<file path="config.mk">
export PLATFORM = sky130hd
export DESIGN_NAME = mem_port_arbiter
export DESIGN_NICKNAME = d
export VERILOG_FILES = /design/src/rtl/mem_port_arbiter.sv
export SDC_FILE = /design/constraint.sdc
export NUM_CORES = 1
export LEC_CHECK = 0
export BUFFER_PORTS_ARGS = -buffer_cell sky130_fd_sc_hd__buf_4
export CAP_MARGIN = 20
export CORE_AREA = 5 5 106 108
export CTS_CLUSTER_SIZE = 40
export DETAILED_ROUTE_END_ITERATION = 6
export DIE_AREA = 0 0 111 113
export HOLD_SLACK_MARGIN = 0.05
export PLACE_DENSITY_LB_ADDON = 0.1
export SLEW_MARGIN = 20
export SYNTH_ARGS = -nofsm -noshare
export SYNTH_HDL_FRONTEND = slang
export SYNTH_SLANG_ARGS = --single-unit
</file>
<file path="constraint.sdc">
create_clock -name clk -period 1.5 [get_ports clk]
set_input_delay 0.3 -clock clk [delete_from_list [all_inputs] [get_ports clk]]
set_output_delay 0.3 -clock clk [all_outputs]
set_load 0.02 [all_outputs]
</file>
<file path="src/rtl/mem_port_arbiter.sv">
// Round-robin arbiter that shares one multicycle memory port among N_PORTS requesters.
// Only one transaction is in flight; mem_* outputs come only from registers latched at grant.
module mem_port_arbiter #(
  parameter int N_PORTS    = 2,
  parameter int ADDR_WIDTH = 32,
  parameter int DATA_WIDTH = 32,
  parameter int BE_WIDTH   = DATA_WIDTH / 8
) (
  input  logic                             clk,
  input  logic                             rst,
  input  logic [N_PORTS-1:0]               req_read,
  input  logic [N_PORTS-1:0]               req_write,
  input  logic [N_PORTS*BE_WIDTH-1:0]      req_byte_enable,
  input  logic [N_PORTS*ADDR_WIDTH-1:0]    req_address,
  input  logic [N_PORTS*DATA_WIDTH-1:0]    req_wdata,
  output logic [DATA_WIDTH-1:0]            req_rdata,
  output logic [N_PORTS-1:0]               req_resp,
  output logic                             mem_read,
  output logic                             mem_write,
  output logic [BE_WIDTH-1:0]              mem_byte_enable,
  output logic [ADDR_WIDTH-1:0]            mem_address,
  output logic [DATA_WIDTH-1:0]            mem_wdata,
  input  logic [DATA_WIDTH-1:0]            mem_rdata,
  input  logic                             mem_resp,
  output logic [$clog2(N_PORTS)-1:0]       grant_id,
  output logic                             busy
);

  localparam int ID_W = $clog2(N_PORTS);

  typedef enum logic {IDLE, BUSY} state_t;

  state_t                state_q, state_d;
  logic [ID_W-1:0]       grant_q, grant_d;
  logic [ID_W-1:0]       last_grant_q, last_grant_d;
  logic [ADDR_WIDTH-1:0] addr_q, addr_d;
  logic [DATA_WIDTH-1:0] wdata_q, wdata_d;
  logic [BE_WIDTH-1:0]   be_q, be_d;
  logic                  read_q, read_d;
  logic                  write_q, write_d;

  logic [N_PORTS-1:0]    req_any;
  logic                  win_valid;
  logic [ID_W-1:0]       win_idx;

  genvar gi;
  generate
    for (gi = 0; gi < N_PORTS; gi++) begin : g_req_any
      assign req_any[gi] = req_read[gi] | req_write[gi];
    end
  endgenerate

  // Scan ports starting just after the previous owner; first hit wins.
  always_comb begin
    int              idx;
    logic [ID_W-1:0] cand;
    idx       = 0;
    cand      = '0;
    win_valid = 1'b0;
    win_idx   = '0;
    for (int off = 1; off <= N_PORTS; off++) begin
      idx = int'(last_grant_q) + off;
      if (idx >= N_PORTS) idx = idx - N_PORTS;
      cand = idx[ID_W-1:0];
      if (!win_valid && req_any[cand]) begin
        win_valid = 1'b1;
        win_idx   = cand;
      end
    end
  end

  always_comb begin
    state_d      = state_q;
    grant_d      = grant_q;
    last_grant_d = last_grant_q;
    addr_d       = addr_q;
    wdata_d      = wdata_q;
    be_d         = be_q;
    read_d       = read_q;
    write_d      = write_q;
    if (state_q == IDLE) begin
      if (win_valid) begin
        state_d = BUSY;
        grant_d = win_idx;
        addr_d  = req_address[win_idx*ADDR_WIDTH +: ADDR_WIDTH];
        wdata_d = req_wdata[win_idx*DATA_WIDTH +: DATA_WIDTH];
        be_d    = req_byte_enable[win_idx*BE_WIDTH +: BE_WIDTH];
        // A port asserting both strobes gets a write; its read is dropped.
        write_d = req_write[win_idx];
        read_d  = req_read[win_idx] & ~req_write[win_idx];
      end
    end else begin
      if (mem_resp) begin
        state_d      = IDLE;
        read_d       = 1'b0;
        write_d      = 1'b0;
        last_grant_d = grant_q;
      end
    end
  end

  always_ff @(posedge clk) begin
    if (rst) begin
      state_q      <= IDLE;
      grant_q      <= '0;
      last_grant_q <= ID_W'(N_PORTS - 1);
      addr_q       <= '0;
      wdata_q      <= '0;
      be_q         <= '0;
      read_q       <= 1'b0;
      write_q      <= 1'b0;
    end else begin
      state_q      <= state_d;
      grant_q      <= grant_d;
      last_grant_q <= last_grant_d;
      addr_q       <= addr_d;
      wdata_q      <= wdata_d;
      be_q         <= be_d;
      read_q       <= read_d;
      write_q      <= write_d;
    end
  end

  always_comb begin
    req_resp = '0;
    if (state_q == BUSY && mem_resp) req_resp[grant_q] = 1'b1;
  end

  assign req_rdata       = mem_rdata;
  assign mem_read        = read_q;
  assign mem_write       = write_q;
  assign mem_address     = addr_q;
  assign mem_wdata       = wdata_q;
  assign mem_byte_enable = be_q;
  assign grant_id        = grant_q;
  assign busy            = (state_q == BUSY);

endmodule
</file>
# ---- Word-level counts from Yosys, hierarchy flattened
# Index checks and enable logic that the tools add are counted.
dict set report op_classes {
  add_sub_neg 4
  order_cmp 7
  n_bitwise 5
  muxes 25
  n_eq_ne 1
  n_shift 3
  reduce_logical 8
}
# op n
set ops {}
lappend ops {{64-bit by 7-bit variable part select with 32-bit output} 2}
lappend ops {{1-bit two-way mux} 23}
lappend ops {{1-bit by 2-bit less-than comparator with 1-bit output (second input constant)} 4}
lappend ops {{8-bit by 4-bit variable part select with 4-bit output} 1}
lappend ops {{2-bit AND reduction} 3}
lappend ops {{1-bit by 2-bit adder with 3-bit output (second input constant)} 1}
lappend ops {{3-bit by 2-bit >= comparator with 1-bit output (second input constant)} 1}
lappend ops {{1-bit logical AND} 3}
lappend ops {{1-bit by 1-bit adder with 2-bit output (second input constant)} 1}
lappend ops {{2-bit >= comparator (second input constant)} 1}
lappend ops {{2-bit two-way mux} 1}
lappend ops {{2-bit != test (second input constant)} 1}
lappend ops {{1-bit inverter} 2}
lappend ops {{1-bit bitwise OR} 2}
lappend ops {{2-bit nonzero test} 1}
lappend ops {{1-bit subtractor (second input constant)} 2}
lappend ops {{1-bit bitwise AND} 1}
lappend ops {{1-bit demux with 1-bit select} 1}
lappend ops {{1-bit >= comparator (second input constant)} 1}
lappend ops {{1-bit zero test} 1}
dict set report totals {
  wordCells 61
  inputBits 175
  out_inout_bits 106
  register_bits 73
}

# ---- Longest topological paths before layout
# Gate-level depths: netlist of run 1.
dict set report depth {
  depth_word 15
  depth_mapped 7
  ltp_nobuf 4
}

# ---- Worst setup path after synthesis of run 1
# OpenSTA, ideal clock, no wires.
dict set report synth_timing {
  path_kind {input -> register}
  startpoint {input req_read[0]}
  endpoint {register write_q (netlist: mem_write)}
  setup_slack_ns 0.142
  path_buffers 2
  required_time_ns 1.381
  path_stages 5
  setup_time_ns 0.119
  arrival_ns 1.239
  path_cell_list {nor4_2 -> nor2_2 -> buf_2 -> buf_4 -> o221a_1}
}
dict set report synth_between {
  elab_chain_cells 11
  word_cells_on_any_way 17
  cone_classes {12 x mux; 1 x bitwise; 4 x reduce/logical}
}
# element line
set synth_lines {}
lappend synth_lines {{start: declaration} 11} ;# input logic [N_PORTS-1:0] req_read,
lappend synth_lines {{1-bit bitwise OR (*)} 49} ;# assign req_any[gi] = req_read[gi] | req_write[gi];
lappend synth_lines {{1-bit two-way mux (implied by the code) (2 in series)} 65} ;# if (!win_valid && req_any[cand]) begin
lappend synth_lines {{1-bit two-way mux} 65}
lappend synth_lines {{1-bit zero test} 65}
lappend synth_lines {{1-bit logical AND} 65}
lappend synth_lines {{1-bit two-way mux} 65}
lappend synth_lines {{1-bit two-way mux (implied by the code) (2 in series)} 89} ;# write_d = req_write[win_idx];
lappend synth_lines {{1-bit two-way mux} 82} ;# if (win_valid) begin
lappend synth_lines {{1-bit two-way mux} 81} ;# if (state_q == IDLE) begin
lappend synth_lines {{end signal: assignment} 120} ;# write_q <= write_d;
lappend synth_lines {{end: declaration} 40} ;# logic write_q, write_d;
# Every way passes the cells marked *; elsewhere a longest branch is shown, timed or not. The select of a mux whose other input is x is not followed.
# A chain may end at the register's enable or synchronous reset.

# ---- Worst setup path after layout of run 1
dict set report layout_timing {
  startpoint {register last_grant_q}
  endpoint {register wdata_q[8] (netlist: mem_wdata[8])}
}
dict set report layout_between {
  elab_chain_cells 10
  word_cells_on_any_way 20
  cone_classes {4 x add/sub; 2 x order compare; 1 x shift; 10 x mux; 3 x reduce/logical}
}
# element line
set layout_lines {}
lappend layout_lines {{start: declaration} 35} ;# logic [ID_W-1:0] last_grant_q, last_grant_d;
lappend layout_lines {{start signal: assignment} 106} ;# last_grant_q <= ID_W'(N_PORTS - 1);
lappend layout_lines {{start signal: assignment} 115} ;# last_grant_q <= last_grant_d;
lappend layout_lines {{parallel branches: the longest is 10 deep, another holds 1-bit by 2-bit adder with 3-bit output} -}
lappend layout_lines {{end signal: assignment} 117} ;# wdata_q <= wdata_d;
lappend layout_lines {{end: declaration} 37} ;# logic [DATA_WIDTH-1:0] wdata_q, wdata_d;
# Parallel ways; which one is timed is not known. The select of a mux whose other input is x is not followed.

==> metrics.md, run 1 <==
| Metric | Value |
|---|---|
| Run status | `completed` |
| Part of the cycle the worst path needs | `95.4%` |
| TritonCTS sink count | `73` |
| Share of layout cells above drive strength 1 | `42.6%` |
| Max-Cap Viols | `0` |
| Crit Path Class | `reg2reg` |
| Cell Rows | `37` |
| IO Pins | `281` |
| Critical path buffers and inverters | `2` |
| Post-Syn Nets | `617` |
| Crit path DAT | `1.68 ns` |
| H-tree levels | `3` |
| Vias/cell | `4.95` |
| CP peak stage delay | `0.36 ns` |
| Number of port buffers | `216` |
| Final nets | `801` |
| Iter 0 DRT Violations | `170` |
| Worst endpoint required time | `1.74 ns` |
| Max Fclk | `699 MHz` |
| Die H | `113 µm` |
| HP Class | `in2reg` |
| Final setup violation count | `0` |
| ANT nets after route | `0` |
| Starting Density | `34.1%` |
| Slew Viols, Final | `0` |
| Slowest CP cell | `dfxtp_2` |
| Finished Layout Cells | `767` |
| All-Layer GR Usage | `17.6%` |
| Slew headroom | `64.9%` |
| Number of synthesized flops with an enable pin | `0` |
| Clock transition at path regs | `0.08 ns` |
| CTS Buf Count | `9` |
| Drt pass-1 iters | `4` |
| Initial antenna violation count | `0` |
| Wire length per cell | `16.3 µm` |
| Diode count | `0` |
| Largest net degree at the start of global routing | `38` |
| Mapped Cells | `442` |
| Cells along the critical path | `o21ai_2 -> buf_6 -> o21ai_4 -> clkbuf_16 -> nand2_1 -> a311oi_1` |
| Distinct cells, synth | `27` |
| Hold path depth | `3` |
| Final Hold Violating Endpoints | `0` |
| CP top delay family | `compound AO/OA/AOI/OAI gates` |
| WP depth | `6` |
| Critical Path End Type | `register` |
| Worst-Margin Slew | `0.524 ns` |
| # placed instances | `743` |
| Worst r2r path cells | `6` |
| Clk buf depth | `2` |
| Vias in the first global route | `3615` |
| Residual DRC | `0` |
| DIE AREA | `0.0125 mm²` |
| Yosys warnings | `0` |
| Latest clock arrival within the worst-skew pair | `0.34 ns` |
| RePlAce Congestion | `0.806` |
| CTS tree | `built` |
| Die W | `111 µm` |
| Sequential share of the synthesized area | `42.2%` |
| DR vias | `3795` |
| Clk_skew | `0.0146 ns` |
| Total global routing overflow | `0` |
| Post-Syn Area | `0.00346 mm²` |
| Syn Area/Cell | `7.83 µm²` |
| Fin crit period | `1.43 ns` |
| Ys async rst share | `0%` |
| Hpwl dp | `8920 µm` |
| Detailed Route WL | `12500 µm` |
| Crit start category | `register` |
| Util after Layout | `53.8%` |
| CTS root buffer | `clkbuf_8` |
| CORE AREA | `0.0101 mm²` |
| Peak VDD IR | `551 µV` |
| PwrDens | `1010 mW/mm²` |
| First-pass GRT wire length | `18100 µm` |
| Lkg Pwr | `2.59 nW` |
| Layout area overhead | `57.5%` |
| Crit-path max FO | `6` |
| Prevailing post-synth register cell | `dfxtp_1` |
| Seq cells post-synth | `73` |
[cell usage after synthesis, types with 2 or more instances]
library cell	count	area share, %
nand2_1	139	15
dfxtp_1	73	42
nor2_1	70	7.6
a311oi_1	67	17
buf_4	34	7.4
buf_2	18	2.6
clkbuf_1	13	1.4
a21oi_1	4	0.58
buf_6	3	0.98
a21boi_0	2	0.43
buf_12	2	1.2
inv_1	2	0.22
[path summary, 6_finish.rpt]
path	from	endpoint	slack [ns]
worst max-delay path	last_grant_q	mem_wdata[8]	0.07
worst min-delay path	req_wdata[29]	mem_wdata[29]	0.22
worst min register to register	mem_read	mem_read	0.49
worst max register to register	last_grant_q	mem_wdata[8]	0.07
[flip-flops by register name, summed over array words and instances, names as in the netlist]
| name | cells |
|---|---|
| busy | 1 |
| mem_wdata | 32 |
| mem_read | 1 |
| mem_write | 1 |
| last_grant_q | 1 |
| grant_id | 1 |
| mem_address | 32 |
| mem_byte_enable | 4 |
[power breakdown]
group	internal [mW]	switching [mW]	total (mW)	leakage (nW)
Combinational	0.836	0.860	1.70	1.88
Sequential	2.14	0.110	2.25	0.607
Clock	0.861	0.722	1.58	0.103
[cells by family after synthesis]
group                  count (synthesis)  share of synthesized area, %
AND/OR/NAND/NOR                      215                          23.9
AO/OA/AOI/OAI                         82                          20.2
buffers and inverters                 72                          13.7
flip-flops                            73                          42.2
[worst min-delay path, delay by kind of cell]
kind	cells	cell delay, ns
simple gates	1	0.04
compound gates	1	0.07
buf+inv	1	0.11
[area by class of cell]
cell class | instances | area [µm²]
multi-input combinational | 298 | 1570
sequential | 73 | 1460
timing repair buffer | 242 | 2030
inverter | 2 | 7.51
clock buffer | 12 | 155
clock inverter | 4 | 51.3
fill | 954 | 4680
tap | 136 | 170
[what timing repair did]
action	4_1_cts	5_1_grt
gates cloned	0	8
gates resized for setup	1	8
hold buffers	0	0
buffers inserted	0	0
setup endpoints to repair	1	11
pin swaps	0	1
[cell usage in the layout, fill, tap and decap left out, types with 2 or more instances in the layout]
master / Yosys / routed
a21oi_1: 4 / 4
buf_4: 34 / 224
o21ai_4: 0 / 2
buf_6: 3 / 4
nand2_1: 139 / 138
a21boi_0: 2 / 2
buf_12: 2 / 9
a311oi_1: 67 / 65
clkbuf_8: 0 / 11
nor2_1: 70 / 70
dfxtp_1: 73 / 71
clkbuf_16: 0 / 5
a311oi_2: 1 / 3
inv_1: 2 / 2
dfxtp_2: 0 / 2
[routing by layer]
metal	vias to the layer above	part of all wire, %	GRT usage (%)
li1	1865	-	-
met1	1729	41	20.2
met2	168	48	29.9
met3	33	7.9	5.72
met4	0	2.5	7.88
met5	-	0	0
[metrics by stage]
step	TNS (ns)	power, mW	setup WS (ns)	hold WS [ns]	cell area (µm²)
floorplan	0	3.20	0.142	0.459	3460
global placement	-0.0968	3.86	-0.0198	0.475	5050
detailed placement	-1.28	3.89	-0.0592	0.488	5050
CTS	0	5.49	0.0254	0.202	5260
global route	-0.0105	5.84	-0.00783	0.209	5450
finish	0	5.52	0.0688	0.222	5450
(Power assumes the default switching activity.)
==> run 2, diff against run 1 <==
--- a/config.mk
+++ b/config.mk
@@ -7,10 +7,10 @@
 export LEC_CHECK = 0
 export BUFFER_PORTS_ARGS = -buffer_cell sky130_fd_sc_hd__buf_4
 export CAP_MARGIN = 20
-export CORE_AREA = 5 5 106 108
+export CORE_AREA = 3 3 107 109
 export CTS_CLUSTER_SIZE = 40
 export DETAILED_ROUTE_END_ITERATION = 6
-export DIE_AREA = 0 0 111 113
+export DIE_AREA = 0 0 110 112
 export HOLD_SLACK_MARGIN = 0.05
 export PLACE_DENSITY_LB_ADDON = 0.1
 export SLEW_MARGIN = 20
==> run 2 against run 1 <==
  * Power decreased by 5.8%
  * Final cell count fell by 1.2%
  * Combinational power down 9%
  * Sequential share of layout area grew 1.4 points
  * Non-clock buffer count decreased by 12
  * Clock power shrank 10%
  * Routed wire length down 7.3%
  * Setup slack worse by 0.016 ns
  * Register-to-register slack improved by 0.08 ns
  * First-iteration DRC count up 21%
  * Utilization is 5.3 points lower
==> metrics.md, run 2 (synthesis gave the netlist of run 1 again) <==
| Metric | Value |
|---|---|
| Crit start category | `register` |
| Setup repair bufs after CTS | `0 (unchanged)` |
| PwrDens | `1000 mW/mm² (-0.96%)` |
| CP Launch Point | `busy` |
| Area occupied by multi-input gates | `0.00156 mm² (-1.0%)` |
| Critical Path End Type | `output port` |
| Leading cell type in the layout, fill and taps excluded | `buf_4` |
| Clk_skew | `0.0113 ns (-0.00336 ns)` |
| Max Fclk | `691 MHz (-1.1%)` |
| Run status | `completed` |
| Crit path DAT | `1.15 ns (-0.53 ns)` |
| Hold slack | `0.221 ns (-0.00106 ns)` |
| Worst endpoint required time | `1.20 ns (-0.54 ns)` |
| Share of layout cells above drive strength 1 | `41.1% (-1.5 points)` |
| RePlAce Congestion | `0.744 (-7.8%)` |
| CTS tree | `built` |
| Max-Cap Viols | `0 (unchanged)` |
| Slew Viols, Final | `0 (unchanged)` |
| CTS root buffer | `clkbuf_8` |
| Initial antenna violation count | `0 (unchanged)` |
| Clk buf depth | `2 (unchanged)` |
| CORE AREA | `0.0107 mm² (+5.5%)` |
| HP Class | `in2reg` |
| Setup TNS | `0 ns (unchanged)` |
| Reg-to-Reg Start | `last_grant_q` |
| Drt pass-1 iters | `4 (unchanged)` |
| Wire length per cell | `15.3 µm (-6.2%)` |
| Fill count | `1087 (+14%)` |
| Peak VDD IR | `487 µV (-12%)` |
| Hpwl dp | `8500 µm (-4.8%)` |
| Design Area, Final | `0.00519 mm² (-4.9%)` |
| Latest clock arrival within the worst-skew pair | `0.34 ns (about the same)` |
| Die W | `110 µm (-0.90%)` |
| CTS Buf Count | `9 (unchanged)` |
| H-tree levels | `3 (unchanged)` |
| Total global routing overflow | `0 (unchanged)` |
| GR Util met2 | `31.0% (+1.1 points)` |
| Final nets | `788 (-1.6%)` |
| Residual DRC | `0 (unchanged)` |
| GRT Max-Usage Layer | `met2` |
| All-Layer GR Usage | `17.9% (+0.30 points)` |
| Final Hold Violating Endpoints | `0 (unchanged)` |
| Most frequent cells in the layout | `223 x buf_4, 139 x nand2_1, 71 x dfxtp_1` |
| IO Pins | `281 (unchanged)` |
| Clock transition at path regs | `0.08 ns (about the same)` |
| Starting Density | `32.4% (-1.8 points)` |
| First-pass GRT wire length | `17500 µm (-3.1%)` |
| DR vias | `3662 (-3.5%)` |
| Hold_sp | `req_address[9]` |
| Layout area overhead | `49.8%` |
| Lkg Pwr | `2.46 nW (-5.0%)` |
| RSZ-0062 raised after global routing | `false` |
| Worst-Margin Slew | `0.405 ns (-0.119 ns)` |
| Number of port buffers | `216 (unchanged)` |
| Part of the cycle the worst path needs | `96.5% (+1.1 points)` |
| Largest net degree at the start of global routing | `53 (+39%)` |
| Met3 Resource Use GR | `5.57% (-0.16 points)` |
| ANT nets after route | `0 (unchanged)` |
| Crit-path max FO | `6 (unchanged)` |
| TritonCTS sink count | `73 (unchanged)` |
| Fin crit period | `1.45 ns (+0.0162 ns)` |
| Crit Path Class | `reg2out` |
| Slew headroom | `72.7% (+7.8 points)` |
| Vias/cell | `4.83 (-2.4%)` |
| Placed instance area | `0.00498 mm² (-1.4%)` |
| Final setup violation count | `0 (unchanged)` |
| Detailed Route WL | `11600 µm (-7.3%)` |
| Reg area | `0.00147 mm² (+0.17%)` |
| Diode count | `0 (unchanged)` |
| DIE AREA | `0.0123 mm² (-1.8%)` |
| Vias in the first global route | `3559 (-1.5%)` |
| Iter 0 DRT Violations | `205 (+21%)` |
| Die H | `112 µm (-0.88%)` |
| Cell Rows | `38 (+2.7%)` |
| M1 GR Usage | `20.4% (+0.19 points)` |
| Util after Layout | `48.5% (-5.3 points)` |
==> run 2: where the power goes <==
group          internal, mW  total [mW]  switching, mW
sequential             2.13        2.24          0.108
clock                 0.686        1.42          0.732
combinational         0.736        1.54          0.807
total                  3.56        5.20           1.65
==> run 2: final timing paths <==
kind                    endpoint  slack, ns  cells after the start
setup / recovery     req_resp[1]       0.05                      3
hold / removal    mem_address[9]       0.22                      3
setup reg to reg   mem_wdata[25]       0.15                      6
hold reg to reg         mem_read       0.47                      2
==> run 2: what timing repair did <==
item	CTS	global route
hold buffers	0	0
gates cloned	0	0
setup endpoints to repair	2	19
pin swaps	0	0
resized for setup	2	5
endpoints found under the hold margin	0	0
==> run 2: cell type report <==
cell class,count,area share [%]
Multi-Input combinational cell,297,30.0
Sequential cell,73,28.3
Timing Repair Buffer,230,34.8
Tap cell,140,3.38
Clock buffer,13,3.06
Inverter,2,0.145
Clock inverter,3,0.290
==> run 2: metrics by stage <==
| stage | power (mW) | instances | worst slack, ns |
|---|---|---|---|
| final | 5.20 | 758 | 0.0526 |
| after global routing | 5.49 | 758 | 0.00593 |
| after CTS | 5.26 | 758 | 0.00771 |
| after detailed placement | 3.84 | 742 | -0.0767 |
| after global placement | 3.82 | 742 | -0.0445 |
| after floorplan | 3.20 | 442 | 0.142 |
==> run 2: critical path: stages (launching register included) <==
cell	delay (ns)
dfxtp_4	0.37
buf_6	0.13
and3_1	0.17
buf_4	0.15
==> run 2: layer usage <==
metal	up-vias	share of wire [%]
met5	-	0
met4	0	2.6
met3	28	8.4
met2	143	50
met1	1657	39
li1	1834	-
==> run 3, diff against run 2 <==
--- a/config.mk
+++ b/config.mk
@@ -12,7 +12,7 @@
 export DETAILED_ROUTE_END_ITERATION = 6
 export DIE_AREA = 0 0 110 112
 export HOLD_SLACK_MARGIN = 0.05
-export PLACE_DENSITY_LB_ADDON = 0.1
+export PLACE_DENSITY_LB_ADDON = 0.08
 export SLEW_MARGIN = 20
 export SYNTH_ARGS = -nofsm -noshare
 export SYNTH_HDL_FRONTEND = slang
==> run 3 against run 2 <==
  * Flip-flop and latch count did not move
  * Non-clock buffer count rose by 9
  * Critical endpoint unchanged
  * Setup slack improved by 0.0015 ns
  * Final cell count rose by 1.2%
  * Power rose by 3.7%
  * Register-to-register slack got worse by 0.03 ns
  * First-iteration DRC count fell by 30%
  * Maximum frequency rose by 0.11%
  * Routed wire length rose by 12%
==> metrics.md, run 3 (synthesis gave the netlist of run 1 again) <==
| Metric | Value |
|---|---|
| Run status | `completed` |
| RePlAce Congestion | `0.789 (+6.0%)` |
| Crit path DAT | `1.15 ns (about the same)` |
| CTS Buf Count | `9 (unchanged)` |
| Total power | `5.40 mW (+3.7%)` |
| Most used cell, CP | `buf_6` |
| Clock transition at path regs | `0.08 ns (about the same)` |
| Critical path buffers and inverters | `2 (unchanged)` |
| Detailed Route WL | `13000 µm (+12%)` |
| Finished Layout Cells | `767 (+1.2%)` |
| Largest net degree at the start of global routing | `53 (unchanged)` |
| PnR worst setup slack | `0.0541 ns (+0.00153 ns)` |
| Iter 0 DRT Violations | `143 (-30%)` |
| Slew Viols, Final | `0 (unchanged)` |
| TritonCTS sink count | `73 (unchanged)` |
| Initial antenna violation count | `0 (unchanged)` |
| Number of port buffers | `216 (unchanged)` |
| Final setup violation count | `0 (unchanged)` |
| Drt pass-1 iters | `4 (unchanged)` |
| Hpwl dp | `8610 µm (+1.3%)` |
| Max-Cap Viols | `0 (unchanged)` |
| Post-cts hold buffer count | `0 (unchanged)` |
| Leading cell type in the layout, fill and taps excluded | `buf_4` |
| CORE AREA | `0.0107 mm² (unchanged)` |
| Max Fclk | `692 MHz (+0.11%)` |
| Most frequent cells in the layout | `223 x buf_4, 138 x nand2_1, 71 x dfxtp_1` |
| Reg area | `0.00147 mm² (unchanged)` |
| Reg-to-Reg Start | `last_grant_q` |
| Part of the cycle the worst path needs | `96.4% (-0.10 points)` |
| Wire length per cell | `16.9 µm (+10%)` |
| Total global routing overflow | `0 (unchanged)` |
| Vias in the first global route | `3483 (-2.1%)` |
| DR vias | `3757 (+2.6%)` |
| Slowest CP cell | `dfxtp_4` |
| Cells along the critical path | `buf_6 -> and3_1 -> buf_6` |
| Die W | `110 µm (unchanged)` |
| Final Hold Violating Endpoints | `0 (unchanged)` |
| Worst r2r path cells | `6 (unchanged)` |
| Fill count | `1088 (+0.092%)` |
| Worst-Margin Slew | `0.403 ns (-0.00254 ns)` |
| Starting Density | `32.4% (unchanged)` |
| CP top delay family | `flip-flops` |
| CTS root buffer | `clkbuf_8` |
| Crit Path Class | `reg2out` |
| Fin crit period | `1.45 ns (-0.00153 ns)` |
| Residual DRC | `0 (unchanged)` |
| Crit start category | `register` |
| Peak VDD IR | `391 µV (-20%)` |
| # placed instances | `743 (+0.13%)` |
| Latest clock arrival within the worst-skew pair | `0.34 ns (about the same)` |
| Diode count | `0 (unchanged)` |
| Worst R2R End | `mem_byte_enable[1]` |
| CP peak stage delay | `0.36 ns (about the same)` |
| Cell Rows | `38 (unchanged)` |
| Lkg Pwr | `2.55 nW (+3.7%)` |
| All-Layer GR Usage | `18.3% (+0.42 points)` |
| Clk buf depth | `2 (unchanged)` |
| Critical Path End Type | `output port` |
| Crit-path max FO | `8 (+2)` |
| RSZ-0062 raised after global routing | `true` |
| IO Pins | `281 (unchanged)` |
| HP Class | `in2reg` |
| Layout area overhead | `55.1%` |
| Setup repair bufs after CTS | `0 (unchanged)` |
| Slew headroom | `72.9% (+0.17 points)` |
| Dpl ws | `-0.0466 ns (+0.0301 ns)` |
| DIE AREA | `0.0123 mm² (unchanged)` |
| Hold_sp | `req_address[5]` |
| Die H | `112 µm (unchanged)` |
| Setup slack, reg-to-reg | `0.12 ns (-0.03 ns)` |
| Final nets | `798 (+1.3%)` |
| Clk_skew | `0.00779 ns (-0.00347 ns)` |
| H-tree levels | `3 (unchanged)` |
| First-pass GRT wire length | `17600 µm (+0.71%)` |
| Share of layout cells above drive strength 1 | `41.9% (+0.85 points)` |
| CTS tree | `built` |
| Worst endpoint required time | `1.20 ns (about the same)` |
| ANT nets after route | `0 (unchanged)` |
| Hold path depth | `3 (unchanged)` |
| Vias/cell | `4.90 (+1.4%)` |
| Area occupied by multi-input gates | `0.00157 mm² (+0.64%)` |
| Worst hold endpoint | `mem_address[5]` |
| PwrDens | `1010 mW/mm² (+0.21%)` |
==> run 3: cell count changes in the layout (fill, tap and decap cells not counted), sizes merged <==
cell / previous run / this run
buf: 230 / 234
bufinv: 0 / 1
clkbuf: 13 / 16
o21ai: 3 / 4
==> run 3: tightest hold or removal path: stages <==
cell	delay, ns
buf_4	0.11
nand2_1	0.04
a311oi_1	0.07
==> run 3: metal layers <==
metal	vias up	global-route usage (%)	routed length, µm
li1	1862	-	-
met1	1719	22.4	5410
met2	149	29.6	6260
met3	27	5.80	998
met4	0	7.40	289
met5	-	0	0
==> run 3: cell type report <==
cell class              instances  share of cell area, %
well taps                     140                   3.26
repair buffers                239                   36.8
inverters                       2                  0.140
flip-flops and latches         73                   27.3
multi-input cells             298                   29.2
clock inverters                 4                  0.839
clock buffers                  11                   2.45
==> run 3: where the power goes <==
part           total (mW)  internal, mW  switching (mW)
registers            2.24          2.13           0.108
clock network        1.48         0.753           0.729
logic                1.67         0.808           0.864
total                5.40          3.70            1.70
==> run 3: worst max path at each step <==
stage / start / slack [ns] / endpoint / cells after the start
6_report: busy / 0.05 / req_resp[1] / 3
5_1_grt: busy / 0.0007 / req_resp[1] / 3
4_1_cts: busy / 0.02 / req_resp[0] / 4
3_5_place_dp: req_read[0] / -0.05 / mem_address[4] / 5
3_3_place_gp: req_read[0] / -0.03 / mem_wdata[28] / 6
2_1_floorplan: req_read[0] / 0.14 / mem_write / 5
==> run 3: through the flow <==
step	util, %	hold slack (ns)	area [µm²]	TNS (ns)
after CTS	48.3	0.204	5170	0
after global placement	46.7	0.462	4990	-0.0367
final	50.2	0.219	5370	0
after global routing	50.2	0.198	5370	0
after floorplan	-	0.459	3460	0
after detailed placement	46.7	0.484	4990	-0.572
==> run 3: repair_timing <==
item / CTS / global route
setup endpoints to repair: 1 / 17
cloned: 0 / 9
resized for setup: 1 / 8
